**src/rtl/tx_link_pkg.sv**
```systemverilog
// rtl/tx_link_pkg.sv - state encoding, line symbols and sizing helper for the TX link sequencer
package tx_link_pkg;

  typedef enum logic [1:0] {
    OFF   = 2'd0,
    TRAIN = 2'd1,
    LINK  = 2'd2,
    SKIP  = 2'd3
  } link_state_e;

  localparam logic [7:0] K28_5    = 8'hBC;
  localparam logic [7:0] D16_2    = 8'h50;
  localparam logic [7:0] K28_0    = 8'h1C;
  localparam logic [7:0] IDLE_OFF = 8'h00;

  // Counter width for n states, never narrower than one bit.
  function automatic int unsigned cnt_width(input int unsigned n);
    return (n > 1) ? $clog2(n) : 1;
  endfunction

endpackage

```
**src/rtl/tx_skip_timer.sv**
```systemverilog
// rtl/tx_skip_timer.sv - free-running clock-compensation interval timer
// Pulses tc_o on the last cycle of each PERIOD-cycle window while enabled.
module tx_skip_timer
  import tx_link_pkg::*;
#(
  parameter int unsigned PERIOD = 1024
) (
  input  logic BitCLK_10,
  input  logic Reset,
  input  logic en_i,
  input  logic clr_i,
  output logic tc_o
);

  localparam int unsigned   CW   = cnt_width(PERIOD);
  localparam logic [CW-1:0] LAST = CW'(PERIOD - 1);

  logic [CW-1:0] cnt_q, cnt_d;

  always_comb begin
    cnt_d = cnt_q;
    if (clr_i) begin
      cnt_d = '0;
    end else if (en_i) begin
      cnt_d = (cnt_q == LAST) ? '0 : cnt_q + CW'(1);
    end
  end

  assign tc_o = en_i & ~clr_i & (cnt_q == LAST);

  always_ff @(posedge BitCLK_10 or negedge Reset) begin
    if (!Reset) begin
      cnt_q <= '0;
    end else begin
      cnt_q <= cnt_d;
    end
  end

endmodule

```
**src/rtl/tx_link_sequencer.sv**
```systemverilog
// rtl/tx_link_sequencer.sv - word sequencer in front of the 8b/10b encoder
// Trains the link, then interleaves user words, idle pairs and periodic skip sets.
module tx_link_sequencer
  import tx_link_pkg::*;
#(
  parameter int unsigned TRAIN_LEN   = 64,
  parameter int unsigned SKIP_PERIOD = 1024,
  parameter int unsigned SKIP_LEN    = 2
) (
  input  logic       BitCLK_10,
  input  logic       Reset,
  input  logic       link_en,
  input  logic [7:0] tx_data,
  input  logic       tx_k,
  input  logic       tx_valid,
  output logic       tx_ready,
  output logic [7:0] TxParallel_8,
  output logic       TxDataK,
  output logic       link_up
);

  localparam int unsigned   TW         = cnt_width(TRAIN_LEN);
  localparam int unsigned   SW         = cnt_width(SKIP_LEN);
  localparam logic [TW-1:0] TRAIN_LAST = TW'(TRAIN_LEN - 1);
  localparam logic [SW-1:0] SKIP_LAST  = SW'(SKIP_LEN - 1);

  link_state_e   state_q, state_d;
  logic          phase_q, phase_d;
  logic          skip_pend_q, skip_pend_d;
  logic [TW-1:0] train_cnt_q, train_cnt_d;
  logic [SW-1:0] skip_cnt_q, skip_cnt_d;
  logic [7:0]    word_q, word_d;
  logic          k_q, k_d;
  logic          up_q, up_d;

  logic in_link;
  logic timer_en;
  logic timer_tc;
  logic xfer;

  assign in_link  = (state_q == LINK) || (state_q == SKIP);
  assign timer_en = link_en & in_link;
  assign tx_ready = link_en & (state_q == LINK) & ~phase_q & ~skip_pend_q;
  assign xfer     = tx_valid & tx_ready;

  tx_skip_timer #(
    .PERIOD (SKIP_PERIOD)
  ) u_skip_timer (
    .BitCLK_10 (BitCLK_10),
    .Reset     (Reset),
    .en_i      (timer_en),
    .clr_i     (~timer_en),
    .tc_o      (timer_tc)
  );

  always_comb begin
    state_d     = state_q;
    phase_d     = phase_q;
    skip_pend_d = skip_pend_q | timer_tc;
    train_cnt_d = train_cnt_q;
    skip_cnt_d  = skip_cnt_q;
    word_d      = IDLE_OFF;
    k_d         = 1'b0;
    up_d        = link_en & in_link;

    if (!link_en) begin
      state_d     = OFF;
      phase_d     = 1'b0;
      skip_pend_d = 1'b0;
      train_cnt_d = '0;
      skip_cnt_d  = '0;
    end else begin
      unique case (state_q)
        OFF: begin
          state_d     = TRAIN;
          train_cnt_d = '0;
        end
        TRAIN: begin
          word_d = K28_5;
          k_d    = 1'b1;
          if (train_cnt_q == TRAIN_LAST) begin
            state_d     = LINK;
            phase_d     = 1'b0;
            train_cnt_d = '0;
          end else begin
            train_cnt_d = train_cnt_q + TW'(1);
          end
        end
        LINK: begin
          // A skip only starts on a pair boundary, so the entry word is already K28.0.
          if (skip_pend_q && !phase_q) begin
            word_d      = K28_0;
            k_d         = 1'b1;
            skip_pend_d = timer_tc;
            if (SKIP_LEN > 1) begin
              state_d    = SKIP;
              skip_cnt_d = SW'(1);
            end
          end else if (xfer) begin
            word_d = tx_data;
            k_d    = tx_k;
          end else begin
            word_d  = phase_q ? D16_2 : K28_5;
            k_d     = ~phase_q;
            phase_d = ~phase_q;
          end
        end
        SKIP: begin
          word_d = K28_0;
          k_d    = 1'b1;
          if (skip_cnt_q == SKIP_LAST) begin
            state_d    = LINK;
            phase_d    = 1'b0;
            skip_cnt_d = '0;
          end else begin
            skip_cnt_d = skip_cnt_q + SW'(1);
          end
        end
        default: begin
          state_d = OFF;
        end
      endcase
    end
  end

  always_ff @(posedge BitCLK_10 or negedge Reset) begin
    if (!Reset) begin
      state_q     <= OFF;
      phase_q     <= 1'b0;
      skip_pend_q <= 1'b0;
      train_cnt_q <= '0;
      skip_cnt_q  <= '0;
      word_q      <= IDLE_OFF;
      k_q         <= 1'b0;
      up_q        <= 1'b0;
    end else begin
      state_q     <= state_d;
      phase_q     <= phase_d;
      skip_pend_q <= skip_pend_d;
      train_cnt_q <= train_cnt_d;
      skip_cnt_q  <= skip_cnt_d;
      word_q      <= word_d;
      k_q         <= k_d;
      up_q        <= up_d;
    end
  end

  assign TxParallel_8 = word_q;
  assign TxDataK      = k_q;
  assign link_up      = up_q;

endmodule

```
**config.mk**
```make
export PLATFORM = sky130hd
export DESIGN_NAME = tx_link_sequencer
export DESIGN_NICKNAME = d
export VERILOG_FILES = /design/src/rtl/tx_link_pkg.sv /design/src/rtl/tx_skip_timer.sv /design/src/rtl/tx_link_sequencer.sv
export SDC_FILE = /design/constraint.sdc
export NUM_CORES = 1
export LEC_CHECK = 0
export ABC_AREA = 1
export BUFFER_PORTS_ARGS = -buffer_cell sky130_fd_sc_hd__buf_2
export CAP_MARGIN = 20
export CORE_MARGIN = 5
export CORE_UTILIZATION = 45
export DETAILED_ROUTE_END_ITERATION = 16
export PLACE_DENSITY = 0.69
export SYNTH_ARGS = -nofsm -noshare
export SYNTH_HDL_FRONTEND = slang
export SYNTH_SLANG_ARGS = --single-unit
```
**constraint.sdc**
```tcl
create_clock -name BitCLK_10 -period 1.25 [get_ports BitCLK_10]
set_input_delay 0 -clock BitCLK_10 [delete_from_list [all_inputs] [get_ports BitCLK_10]]
set_output_delay 0 -clock BitCLK_10 [all_outputs]
set_load 0.005 [all_outputs]
```
==> Word-level counts from Yosys, hierarchy flattened <==
Cells that the tools add are included.
Widths: inputs -> output; s select.
{ "totals": {"ff_bits": 31, "in_bits": 13, "output_inout_bits": 11, "elab_cells": 74} }
{ "op_classes": {"addsub": 3, "eq_ne": 13, "muxes": 32, "n_bitwise": 9, "reduce_logical": 8} }
{ "op_table": {"columns": ["cell", "n"], "rows": [
  ["$mux 8", 4],
  ["$pmux 8 s3", 1],
  ["$mux 10", 2],
  ["$mux 1", 14],
  ["$mux 6", 2],
  ["$ne 3x3->1 const B", 4],
  ["$pmux 6 s2", 1],
  ["$add 10x1->10 const B", 1],
  ["$eq 10x10->1 const B", 1],
  ["$mux 2", 4],
  ["$pmux 2 s4", 1],
  ["$add 6x1->6 const B", 1],
  ["$and 1x1->1", 6],
  ["$eq 6x6->1 const B", 1],
  ["$ne 3x1->1 const B", 2],
  ["$reduce_and 5->1", 1],
  ["$eq 2x2->1 const B", 2],
  ["$ne 4x1->1 const B", 1],
  ["$pmux 1 s2", 2],
  ["$ne 3x2->1 const B", 1],
  ["$pmux 1 s3", 1],
  ["$reduce_and 3->1", 1],
  ["$eq 2x1->1 const B", 1],
  ["$logic_not 2->1", 1],
  ["other kinds (8)", 9]
]} }

==> Longest topological paths before layout <==
Gate-level depths: netlist of the first run.
{ "logic_depth": {"word_depth": 9, "mapped_depth": 9} }

==> Cells and area by module <==
From an unflattened synthesis of the first run, not the netlist that was laid out.
{ "hier_totals": {"hier_cells": 189, "area_unflattened_um2": 1594.0} }
{ "modules_own_cells": {"columns": ["module", "n_inst", "cells_per_inst", "area_each_um2", "seq_area_each_um2"], "rows": [
  ["tx_link_sequencer", 1, 114, 992.2, 525.5],
  ["tx_skip_timer", 1, 75, 601.8, 250.2]
]} }

==> Least setup slack after synthesis of the first run <==
Ideal clock, no wire load.
{ "synth_timing": {"kind": "flip-flop to flip-flop", "start": "register u_skip_timer.cnt_q[0]", "end": "register u_skip_timer.cnt_q[5]", "t_arrival_ps": 1113, "path_slack_ps": 14, "path_stages_with_launch": 7, "n_path_buf": 0, "synth_period_minus_slack_ps": 1236, "cell_sequence": "dfrtp_1 -> ha_1 -> nand4_1 -> nor2_1 -> nand3_1 -> nand2_1 -> nor2_1"} }
{ "synth_via": {"elab_chain_cells": 3, "elab_cells_between_ends": 4, "cone_classes": "add/sub (1); eq/ne (1); mux (2)"} }
{ "synth_lines": {"columns": ["item", "line_no", "text"], "rows": [
  ["from (decl)", "tx_skip_timer.sv:18", "logic [CW-1:0] cnt_q, cnt_d;"],
  ["from (signal assigned)", "tx_skip_timer.sv:35", "cnt_q <= cnt_d;"],
  ["$add 10x1->10 or $eq 10x10->1 (tied branches)", "tx_skip_timer.sv:25", "cnt_d = (cnt_q == LAST) ? '0 : cnt_q + CW'(1);"],
  ["$mux 10 (*)", "tx_skip_timer.sv:25", null],
  ["$mux 10 (*)", "tx_skip_timer.sv:22", "if (clr_i) begin"],
  ["named net u_skip_timer.cnt_d[5]", "tx_skip_timer.sv:18", null]
]} }
Mark *: on every way through the listed nets, which the timed path passes. The rest lies on a longest branch.
A chain may end at the register's enable or synchronous reset.

==> Final worst setup path of the first run <==
{ "layout_timing": {"start": "register u_skip_timer.cnt_q[0]", "end": "register u_skip_timer.cnt_q[3]"} }
The elaborated chain is that of the path after synthesis.

==> results of run 1 <==
## layout by cell type, fill, tap and decap left out, types with 5 or more instances in the layout
cell / synthesis / routed
sky130_fd_sc_hd__buf_2: 0 / 24
sky130_fd_sc_hd__nand2_1: 36 / 33
sky130_fd_sc_hd__buf_4: 0 / 16
sky130_fd_sc_hd__dlygate4sd3_1: 0 / 9
sky130_fd_sc_hd__inv_1: 21 / 21
sky130_fd_sc_hd__xor2_1: 5 / 5
sky130_fd_sc_hd__clkbuf_4: 0 / 5
sky130_fd_sc_hd__nor2_2: 1 / 8
sky130_fd_sc_hd__nor2_1: 32 / 25
sky130_fd_sc_hd__dfrtp_1: 31 / 31
sky130_fd_sc_hd__nand3_1: 10 / 8
sky130_fd_sc_hd__a21oi_1: 8 / 8
## metrics by stage
stage / instance area [sq um] / hold slack, ns
6_report: 1980 / -0.00359
5_1_grt: 1980 / 0.0141
4_1_cts: 1890 / 0.00753
3_5_place_dp: 1700 / 0.0839
3_3_place_gp: 1700 / 0.0807
2_1_floorplan: 1460 / -0.296
## report_power, final
| part | total [mW] | internal, mW | switching, mW | leakage, nW |
|---|---|---|---|---|
| clock | 0.656 | 0.331 | 0.326 | 0.0386 |
| combinational | 1.06 | 0.466 | 0.594 | 0.537 |
| sequential | 1.26 | 1.17 | 0.0928 | 0.421 |
| total | 2.98 | 1.97 | 1.01 | 0.997 |
## cell families after synthesis
| logic type | count (synthesis) |
|---|---|
| and+or+nand+nor | 90 |
| adders and majority gates | 2 |
| buffers and inverters | 25 |
| DFF | 31 |
| AOI/OAI and AO/OA | 18 |
| xor gates and xnor gates | 5 |
## flip-flops by register name (all words and copies together), names as in the netlist
signal and cells:
skip_cnt_q 1, TxDataK 1, link_up 1, u_skip_timer.cnt_q 10
phase_q 1, state_q 2, train_cnt_q 6, TxParallel_8 8
skip_pend_q 1
## repair_timing
item | 4_1_cts | 5_1_grt
gates resized for setup | 6 | 14
buffers inserted | 3 | 4
hold endpoints to repair | 39 | 0
hold buffers | 9 | 0
cloned | 0 | 1
endpoints found under the setup margin | 15 | 21
pin swaps | 10 | 14
## tightest hold or removal path, stage by stage
cell	delay [ns]
sky130_fd_sc_hd__buf_2	0.09
sky130_fd_sc_hd__inv_1	0.05
sky130_fd_sc_hd__nor2_2	0.04
sky130_fd_sc_hd__nor2_2	0.07
sky130_fd_sc_hd__nor2_1	0.04
## final timing paths
check                                      start               endpoint  slack [ns]  cells after the start
hold reg to reg                   train_cnt_q[5]         train_cnt_q[5]        0.50                      2
max in group asynchronous                  Reset        TxParallel_8[3]        0.57                      2
min in group asynchronous                  Reset  u_skip_timer.cnt_q[7]        0.25                      2
hold / removal                        tx_data[2]        TxParallel_8[2]      -0.004                      5
setup reg to reg           u_skip_timer.cnt_q[0]  u_skip_timer.cnt_q[3]      -0.001                      6
setup / recovery           u_skip_timer.cnt_q[0]  u_skip_timer.cnt_q[3]      -0.001                      6
## per-layer routing
metal / vias to the layer above / GRT usage, % / share of wire, %
met3: 8 / 5.23 / 4.8
met1: 572 / 17.8 / 46
met4: 0 / 7.09 / 2.0
li1: 647 / - / -
met5: - / 0 / 0
met2: 31 / 25.6 / 47
## cell type report
| class | count | area, sq um |
|---|---|---|
| fillers | 257 | 1100 |
| clock buffers | 8 | 68.8 |
| well taps | 44 | 55.1 |
| inverters | 23 | 91.3 |
| multi-input cells | 115 | 637 |
| repair buffers | 51 | 353 |
| flip-flops and latches | 31 | 776 |
==> metrics.log, run 1 <==
INFO  metric finalPower = about 3.0 mW
INFO  metric grt_usage = 15.4%
INFO  metric initial_core_util = 47.4%
INFO  metric syn_area_per_cell = between 8 and 9 sq um
INFO  metric holdCritPathClass = primary input to flip-flop
INFO  metric synth.net_count = approximately 190
INFO  metric final_layout_size_suffix_gt1_share = roughly 32%
INFO  metric power.ir.vdd_worst = between 0.6 and 0.7 mV
INFO  metric synth_area = roughly 1500 sq um
INFO  metric syn_inst = between 150 and 200
INFO  metric detail-route-antenna-nets = 0
INFO  metric result_of_the_run = finished, violations left
INFO  metric post_synth_and_or_nand_nor_area_fraction = around 28%
INFO  metric timing.setup.critical_path_class = flip-flop to flip-flop
INFO  metric detail_route.iter0.violations = 31
INFO  metric critical_path.max_stage_delay = roughly 0.36 ns
INFO  metric top_area_cell_type_share_of_the_netlist_area = a little over half
INFO  metric ys_top_cells_by_area = sky130_fd_sc_hd__dfrtp_1, sky130_fd_sc_hd__nand2_1, sky130_fd_sc_hd__nor2_1, sky130_fd_sc_hd__inv_1, sky130_fd_sc_hd__nand3_1
INFO  metric cts_buffers = 5
INFO  metric final_cycle_share = 100%
INFO  metric setup_viol_count_final = 1
INFO  metric synth_commonest_cells = sky130_fd_sc_hd__nand2_1, sky130_fd_sc_hd__nor2_1, sky130_fd_sc_hd__dfrtp_1, sky130_fd_sc_hd__inv_1, sky130_fd_sc_hd__nand3_1
INFO  metric synth.ff_latch_count = 31
INFO  metric multiplexer_area_fraction_after_synthesis = 0%
INFO  metric slew_viols_final = 0
INFO  metric synth_warnings = 0
INFO  metric num_vias = approximately 1300
INFO  metric core_region = about 3100 sq um
INFO  metric detailedPlace.worstSlack = -0.0449 ns
INFO  metric grt_pass1_wl = slightly above 5 mm
INFO  metric max-clock-path-buffers = 2
INFO  metric synth_edf_count = 0
INFO  metric timing.critical_path.to_type = flip-flop
INFO  metric dominant_synthesized_flop_cell = sky130_fd_sc_hd__dfrtp_1
INFO  metric cellLeakagePower = around 1 nW
INFO  metric synth-seq-area-share = a little over half
INFO  metric dieWidth = approximately 67 microns
INFO  metric hold_violations = 1
INFO  metric route.detailed.vias_per_inst = about 4.6
INFO  metric critPathMostFrequentCell = sky130_fd_sc_hd__nor2_1
INFO  metric grt_setup_unrepaired = yes
INFO  metric fin_crit = 1.25 ns
INFO  metric clock-sinks = 31
INFO  metric clock-root-buffer = sky130_fd_sc_hd__clkbuf_4
INFO  metric worstMarginPinSlew = ~0.69 ns
INFO  metric die_area = 4480 sq um
INFO  metric critPathArrivalTime = ~1.5 ns
INFO  metric placedCellCount = about 250
INFO  metric violations = hold timing, setup timing
INFO  metric gr-total-overflow = 0
INFO  metric routabilityCongestion = 0.886
INFO  metric fin_nets = 242
INFO  metric fin_skew = 0.00342 ns
INFO  metric cp.required = around 1.5 ns
INFO  metric htree_levels = 2
INFO  metric final.setup.worst_slack = -0.00137 ns
INFO  metric drt_wl_total = approximately 3.1 mm
INFO  metric power_per_cell_area = roughly 1500 nW/um^2
INFO  metric critical_path.n_buffers_inverters = 0
INFO  metric final_core_utilization = approximately 64%
INFO  metric synth_top_family_by_area = simple AND/OR/NAND/NOR gates
INFO  metric worst_setup_hold_path_clk_slew = around 0.090 ns
INFO  metric max_slew_headroom = between 50% and 60%
INFO  metric synth_compound_gate_area_share = under 10%
INFO  metric synth-adder-area-share = 1.72%
INFO  metric synth_most_common_cell = sky130_fd_sc_hd__nand2_1
INFO  metric pin_count_of_the_biggest_net_entering_global_routing = 32
INFO  metric start_kind = flip-flop
INFO  metric fin_cells = between 200 and 300
INFO  metric crit_family = simple AND/OR/NAND/NOR gates
INFO  metric port_buffers = 23
INFO  metric row_count = 20
INFO  metric vias_in_the_first_global_route = between 1000 and 1500
INFO  metric drv_cap = 0
INFO  metric avgRoutedWirePerCell = ~12 microns
INFO  metric first_drt_pass_iteration_count = 4
INFO  metric fmax = 0.799 GHz
INFO  metric async_reset_ff_share = 100%
INFO  metric area_delta_synth_final = 35.8%
INFO  metric antenna_cells_inserted = 0
INFO  metric antenna_found_initial = 0
INFO  metric final.hold.worst_slack = -0.00359 ns
INFO  metric count_of_unresolved_drc_violations_after_routing = 0
INFO  metric yosys_cell_types = 25
INFO  metric post_synth_xor_area_fraction = roughly 3%
INFO  metric fp.dieH = around 67 microns
INFO  metric cp_cell_sequence = ha_2, nand4_1, nor2_1, nand3_1, nand2_2, nor2_1
INFO  metric ios = 24
INFO  metric insertion_delay = around 0.32 ns
INFO  metric cts_tree = built
INFO  metric cp_slowest_cell = sky130_fd_sc_hd__dfrtp_1
INFO  metric fin_setup_tns = -0.00137 ns
INFO  metric cp_max_fo = 6
INFO  metric synth_area_leader_cell = sky130_fd_sc_hd__dfrtp_1
INFO  metric dpl.hpwl = roughly 2.2 mm
(Power assumes the default switching activity.)
==> run 2: changes to the inputs <==
Settings changed: PLACE_DENSITY 0.69 to 0.66, REMOVE_ABC_BUFFERS set to 1, SLEW_MARGIN set to 10.
Clock period 1.25 ns to 1.3 ns, I/O delays scaled along.
==> metrics.log, run 2 (same netlist as run 1, synthesis figures left out) <==
INFO  metric fin_skew = roughly 0.0081 ns
INFO  metric dpl.hpwl = between 2 and 2.5 mm
INFO  metric critPathArrivalTime = 1.52 ns
INFO  metric worstMarginPinSlew = slightly below 0.7 ns
INFO  metric cts_buffers = 5
INFO  metric core_region = between 3000 and 4000 sq um
INFO  metric setup_viol_count_final = 2
INFO  metric final.setup.worst_slack = -0.00352 ns
INFO  metric grt_setup_unrepaired = yes
INFO  metric num_vias = 1255
INFO  metric worst_setup_hold_path_clk_slew = ~0.1 ns
INFO  metric top_register = u_skip_timer.cnt_q
INFO  metric row_count = 20
INFO  metric violations = setup timing
INFO  metric fin_crit = 1.30 ns
INFO  metric count_of_unresolved_drc_violations_after_routing = 0
INFO  metric layout.cells.most_common = sky130_fd_sc_hd__nand2_1
INFO  metric route.detailed.vias_per_inst = between 4 and 5
INFO  metric detail_route.iter0.violations = 85
INFO  metric avgRoutedWirePerCell = around 12 microns
INFO  metric power.ir.vdd_worst = roughly 0.65 mV
INFO  metric insertion_delay = ~0.33 ns
INFO  metric final_layout_size_suffix_gt1_share = 28.6%
INFO  metric grt_usage = 15.5%
INFO  metric final_cycle_share = 100%
INFO  metric clock-root-buffer = sky130_fd_sc_hd__clkbuf_4
INFO  metric timing.critical_path.to_type = flip-flop
INFO  metric port_buffers = 23
INFO  metric cp_max_fo = 6
INFO  metric max_slew_headroom = ~55%
INFO  metric drv_cap = 0
INFO  metric slew_viols_final = 0
INFO  metric holdCritPathClass = primary input to flip-flop
INFO  metric cellLeakagePower = 0.962 nW
INFO  metric detailedPlace.worstSlack = 0.00906 ns
INFO  metric dieWidth = approximately 67 microns
INFO  metric cts_tree = built
INFO  metric routabilityCongestion = 0.877
INFO  metric final_core_utilization = 61.5%
INFO  metric result_of_the_run = finished, violations left
INFO  metric timing.setup.critical_path_class = flip-flop to flip-flop
INFO  metric placedCellCount = between 200 and 250
INFO  metric antenna_cells_inserted = 0
INFO  metric ios = 24
INFO  metric first_drt_pass_iteration_count = 4
INFO  metric antenna_found_initial = 0
INFO  metric power_per_cell_area = roughly 1500 nW/um^2
INFO  metric detail-route-antenna-nets = 0
INFO  metric area_delta_synth_final = 29.7%
INFO  metric hold_violations = 0
INFO  metric pin_count_of_the_biggest_net_entering_global_routing = 32
INFO  metric finalPower = 2.82 mW
INFO  metric vias_in_the_first_global_route = about 1200
INFO  metric grt_pass1_wl = around 5.1 mm
INFO  metric fmax = roughly 0.77 GHz
INFO  metric largest_reg_flops = 10
INFO  metric fin_cells = between 200 and 300
INFO  metric fin_nets = roughly 230
INFO  metric initial_core_util = about 47%
INFO  metric htree_levels = 2
INFO  metric max-clock-path-buffers = 2
INFO  metric gr-total-overflow = 0
INFO  metric clock-sinks = 31
INFO  metric most_frequent_cells_in_the_layout = sky130_fd_sc_hd__nand2_1, sky130_fd_sc_hd__dfrtp_1, sky130_fd_sc_hd__nor2_1
INFO  metric die_area = 4480 sq um
INFO  metric drt_wl_total = 3.20 mm
INFO  metric fin_setup_tns = -0.00530 ns
INFO  metric fp.dieH = 66.9 microns
INFO  metric start_kind = flip-flop
INFO  metric cp.required = around 1.5 ns
-- run 2: cell count changes in the layout (fill, tap and decap cells not counted), moves of 2 or more --
cell | before | now
sky130_fd_sc_hd__nand3_1 | 8 | 10
sky130_fd_sc_hd__buf_4 | 16 | 11
sky130_fd_sc_hd__a21oi_1 | 8 | 6
sky130_fd_sc_hd__nor2_1 | 25 | 29
sky130_fd_sc_hd__a21oi_2 | 0 | 2
sky130_fd_sc_hd__nor2_2 | 8 | 4
-- run 2: repair_timing --
item / 4_1_cts / 5_1_grt
resized for setup: 2 / 12
setup buffers: 2 / 2
pin swaps: 1 / 16
endpoints found under the setup margin: 4 / 19
hold buffers: 8 / 0
hold endpoints to repair: 38 / 0
gates cloned: 0 / 0
-- run 2: final cells by class --
cell class | instances | area [sq um]
tap | 44 | 55.1
multi-input combinational | 115 | 616
timing repair buffer | 43 | 289
clock buffer | 8 | 68.8
sequential | 31 | 776
fill | 291 | 1190
inverter | 23 | 87.6
-- run 2: critical path: stages, from the launching register on --
cell                      delay, ns
sky130_fd_sc_hd__dfrtp_1       0.37
sky130_fd_sc_hd__ha_2          0.20
sky130_fd_sc_hd__nand4_1       0.10
sky130_fd_sc_hd__nor2_1        0.17
sky130_fd_sc_hd__nand3_1       0.13
sky130_fd_sc_hd__nand2_2       0.17
sky130_fd_sc_hd__nor2_1        0.06
-- run 2: metal layers --
metal	GRT usage [%]	vias to the layer above	routed length (microns)
met5	0	-	0
met2	25.7	33	1580
met4	4.30	0	17
met1	18.7	587	1460
li1	-	631	-
met3	5.90	4	147
-- run 2: worst paths after layout --
path / startpoint / end / slack (ns) / cells past startpoint
worst min register to register: u_skip_timer.cnt_q[0] / u_skip_timer.cnt_q[0] / 0.46 / 1
worst max-delay path: u_skip_timer.cnt_q[0] / u_skip_timer.cnt_q[0] / -0.004 / 6
worst min-delay path: tx_data[2] / TxParallel_8[2] / 0.009 / 5
min in group asynchronous: Reset / TxParallel_8[1] / 0.24 / 2
worst max register to register: u_skip_timer.cnt_q[0] / u_skip_timer.cnt_q[0] / -0.004 / 6
max in group asynchronous: Reset / TxParallel_8[5] / 0.63 / 2
-- run 2: per-stage QoR --
stage | hold slack, ns | cell area [sq um]
floorplan | -0.296 | 1440
global placement | 0.0756 | 1670
detailed placement | 0.0861 | 1670
CTS | 0.00246 | 1840
global route | 0.0213 | 1890
finish | 0.00946 | 1890
-- run 2: where the power goes --
part | total [mW] | internal, mW | switching, mW
Clock | 0.631 | 0.318 | 0.313
Sequential | 1.22 | 1.13 | 0.0903
Combinational | 0.971 | 0.424 | 0.548
==> run 3: changes to the inputs <==
Settings changed: BUFFER_PORTS_ARGS -buffer_cell sky130_fd_sc_hd__buf_2 to unset, DONT_BUFFER_PORTS set to 1, PLACE_DENSITY 0.66 to unset.
==> metrics.log, run 3 (same netlist as run 1, synthesis figures left out) <==
INFO  metric result_of_the_run = finished, final reports clean
INFO  metric gr-total-overflow = 0
INFO  metric dpl.hpwl = ~2.3 mm
INFO  metric timing.critical_path.to_type = flip-flop
INFO  metric power.ir.vdd_worst = 1.02 mV
INFO  metric vias_in_the_first_global_route = 1206
INFO  metric final.setup.worst_slack = roughly 0.021 ns
INFO  metric wl_met1 = about 1.4 mm
INFO  metric slew_viols_final = 0
INFO  metric uppermost_metal_layer_occupied_by_signal_nets = met4
INFO  metric fin_skew = ~0.015 ns
INFO  metric die_area = between 4000 and 5000 sq um
INFO  metric fin_nets = 218
INFO  metric cp_max_fo = 4
INFO  metric cts_tree = built
INFO  metric row_count = 20
INFO  metric route.detailed.vias_per_inst = around 5
INFO  metric antenna_found_initial = 0
INFO  metric detail_route.iter0.violations = between 70 and 80
INFO  metric detailedPlace.worstSlack = -0.0623 ns
INFO  metric final_layout_size_suffix_gt1_share = a little under a quarter
INFO  metric met2WireLength = ~1.8 mm
INFO  metric max_slew_headroom = 79.5%
INFO  metric avgRoutedWirePerCell = 13.9 microns
INFO  metric pin_count_of_the_biggest_net_entering_global_routing = 32
INFO  metric ios = 24
INFO  metric p_int = a little under 2 mW
INFO  metric initial_core_util = a little under half
INFO  metric largest_reg_flops = 10
INFO  metric htree_levels = 2
INFO  metric power.share.clock = 27.1%
INFO  metric grt_usage = 17.0%
INFO  metric grt_pass1_wl = approximately 5.6 mm
INFO  metric top_register = u_skip_timer.cnt_q
INFO  metric insertion_delay = 0.34 ns
INFO  metric power_per_cell_area = about 1600 nW/um^2
INFO  metric routabilityCongestion = between 0.8 and 0.9
INFO  metric first_drt_pass_iteration_count = 5
INFO  metric fin_crit = approximately 1.3 ns
INFO  metric dr_wl_met3 = about 190 microns
INFO  metric max-clock-path-buffers = 2
INFO  metric fin_setup_tns = 0 ns
INFO  metric hold_violations = 0
INFO  metric antenna_cells_inserted = 0
INFO  metric drv_cap = 0
INFO  metric cts_buffers = 5
INFO  metric worst_setup_hold_path_clk_slew = between 0.1 and 0.15 ns
INFO  metric dieWidth = ~67 microns
INFO  metric fmax = 0.782 GHz
INFO  metric netSwitchingFraction = about a third
INFO  metric final.hold.worst_slack = between 0.08 and 0.09 ns
INFO  metric fp.dieH = between 60 and 70 microns
INFO  metric placedCellCount = approximately 220
INFO  metric critPathArrivalTime = 1.50 ns
INFO  metric worstMarginPinSlew = about 0.30 ns
INFO  metric drt_wl_total = 3.45 mm
INFO  metric p_comb_share = a little under a third
INFO  metric cellLeakagePower = roughly 0.91 nW
INFO  metric holdCritPathClass = primary input to async pin
INFO  metric core_region = between 3000 and 4000 sq um
INFO  metric seq_power_share = a little over two fifths
INFO  metric clock-sinks = 31
INFO  metric most_frequent_cells_in_the_layout = sky130_fd_sc_hd__nand2_1, sky130_fd_sc_hd__dfrtp_1, sky130_fd_sc_hd__nor2_1
INFO  metric clock-root-buffer = sky130_fd_sc_hd__clkbuf_4
INFO  metric grt_setup_unrepaired = yes
INFO  metric cp.required = 1.52 ns
INFO  metric final_cycle_share = 98.4%
INFO  metric count_of_unresolved_drc_violations_after_routing = 0
INFO  metric detail-route-antenna-nets = 0
INFO  metric layout.cells.most_common = sky130_fd_sc_hd__nand2_1
INFO  metric power.switching = slightly above 1 mW
INFO  metric port_buffers = 0
INFO  metric timing.setup.critical_path_class = flip-flop to flip-flop
INFO  metric fin_cells = 248
INFO  metric setup_viol_count_final = 0
INFO  metric fillCellCount = about 260
INFO  metric num_vias = approximately 1200
INFO  metric start_kind = flip-flop
INFO  metric area_delta_synth_final = 30.4%
run 3: changes by cell type in the layout (fill, tap and decap cells not counted), moves of 2 or more:
cell	previous run	this run
sky130_fd_sc_hd__buf_2	23	0
sky130_fd_sc_hd__dlygate4sd3_1	8	12
sky130_fd_sc_hd__nand2_2	4	0
sky130_fd_sc_hd__nor2_1	29	26
sky130_fd_sc_hd__nor2_2	4	7
sky130_fd_sc_hd__nand2_1	32	34
sky130_fd_sc_hd__nand2_4	2	4
run 3: worst paths after layout:
path / startpoint / to / slack (ns) / cells after the start
min: Reset / u_skip_timer.cnt_q[5] / 0.08 / 2
max reg2reg: train_cnt_q[1] / phase_q / 0.02 / 6
min reg2reg: train_cnt_q[5] / train_cnt_q[5] / 0.49 / 2
max in group asynchronous: Reset / state_q[0] / 1.02 / 2
min in group BitCLK_10: tx_data[0] / TxParallel_8[0] / 0.31 / 3
max: train_cnt_q[1] / phase_q / 0.02 / 6
run 3: final cells by class:
type | count | area [sq um] | share of cell area, %
well taps | 44 | 55.1 | 2.89
repair buffers | 27 | 253 | 13.3
clock buffers | 6 | 51.3 | 2.70
flip-flops and latches | 31 | 777 | 40.9
multi-input cells | 115 | 643 | 33.8
inverters | 23 | 87.6 | 4.61
clock inverters | 2 | 35.0 | 1.84
run 3: power groups by stage:
stage	registers, mW	clock network (mW)	logic, mW
global route	1.28	0.869	0.998
finish	1.27	0.805	0.897
floorplan	1.26	0	0.445
CTS	1.26	0.811	0.741
detailed placement	1.28	0	0.674
global placement	1.28	0	0.656
run 3: metrics by stage:
step	power, mW	area [sq um]	utilization (%)
after CTS	2.82	1790	58.3
after floorplan	1.70	1440	-
after global routing	3.15	1900	61.8
after detailed placement	1.95	1560	50.7
final	2.97	1900	61.8
after global placement	1.94	1560	50.7
run 3: layer usage:
metal  GRT usage, %  vias to the layer above
li1               -                      599
met1           21.2                      580
met2           27.1                       39
met3           6.07                        8
met4           6.08                        0
met5              0                        -
run 3: timing repair:
action	in CTS	in global routing
hold buffers	13	0
resized for setup	2	19
endpoints found under the setup margin	7	18
pin swaps	1	11
hold endpoints to repair	49	0
cloned	0	0
buffers inserted	0	6
run 3: critical path, cell delays in order (launching register included):
cell and delay, ns:
sky130_fd_sc_hd__dfrtp_1 0.39, sky130_fd_sc_hd__ha_2 0.21, sky130_fd_sc_hd__nand4_1 0.12, sky130_fd_sc_hd__o21ai_2 0.21, sky130_fd_sc_hd__nand3_1 0.11, sky130_fd_sc_hd__nand2_1 0.08, sky130_fd_sc_hd__nand2_1 0.06
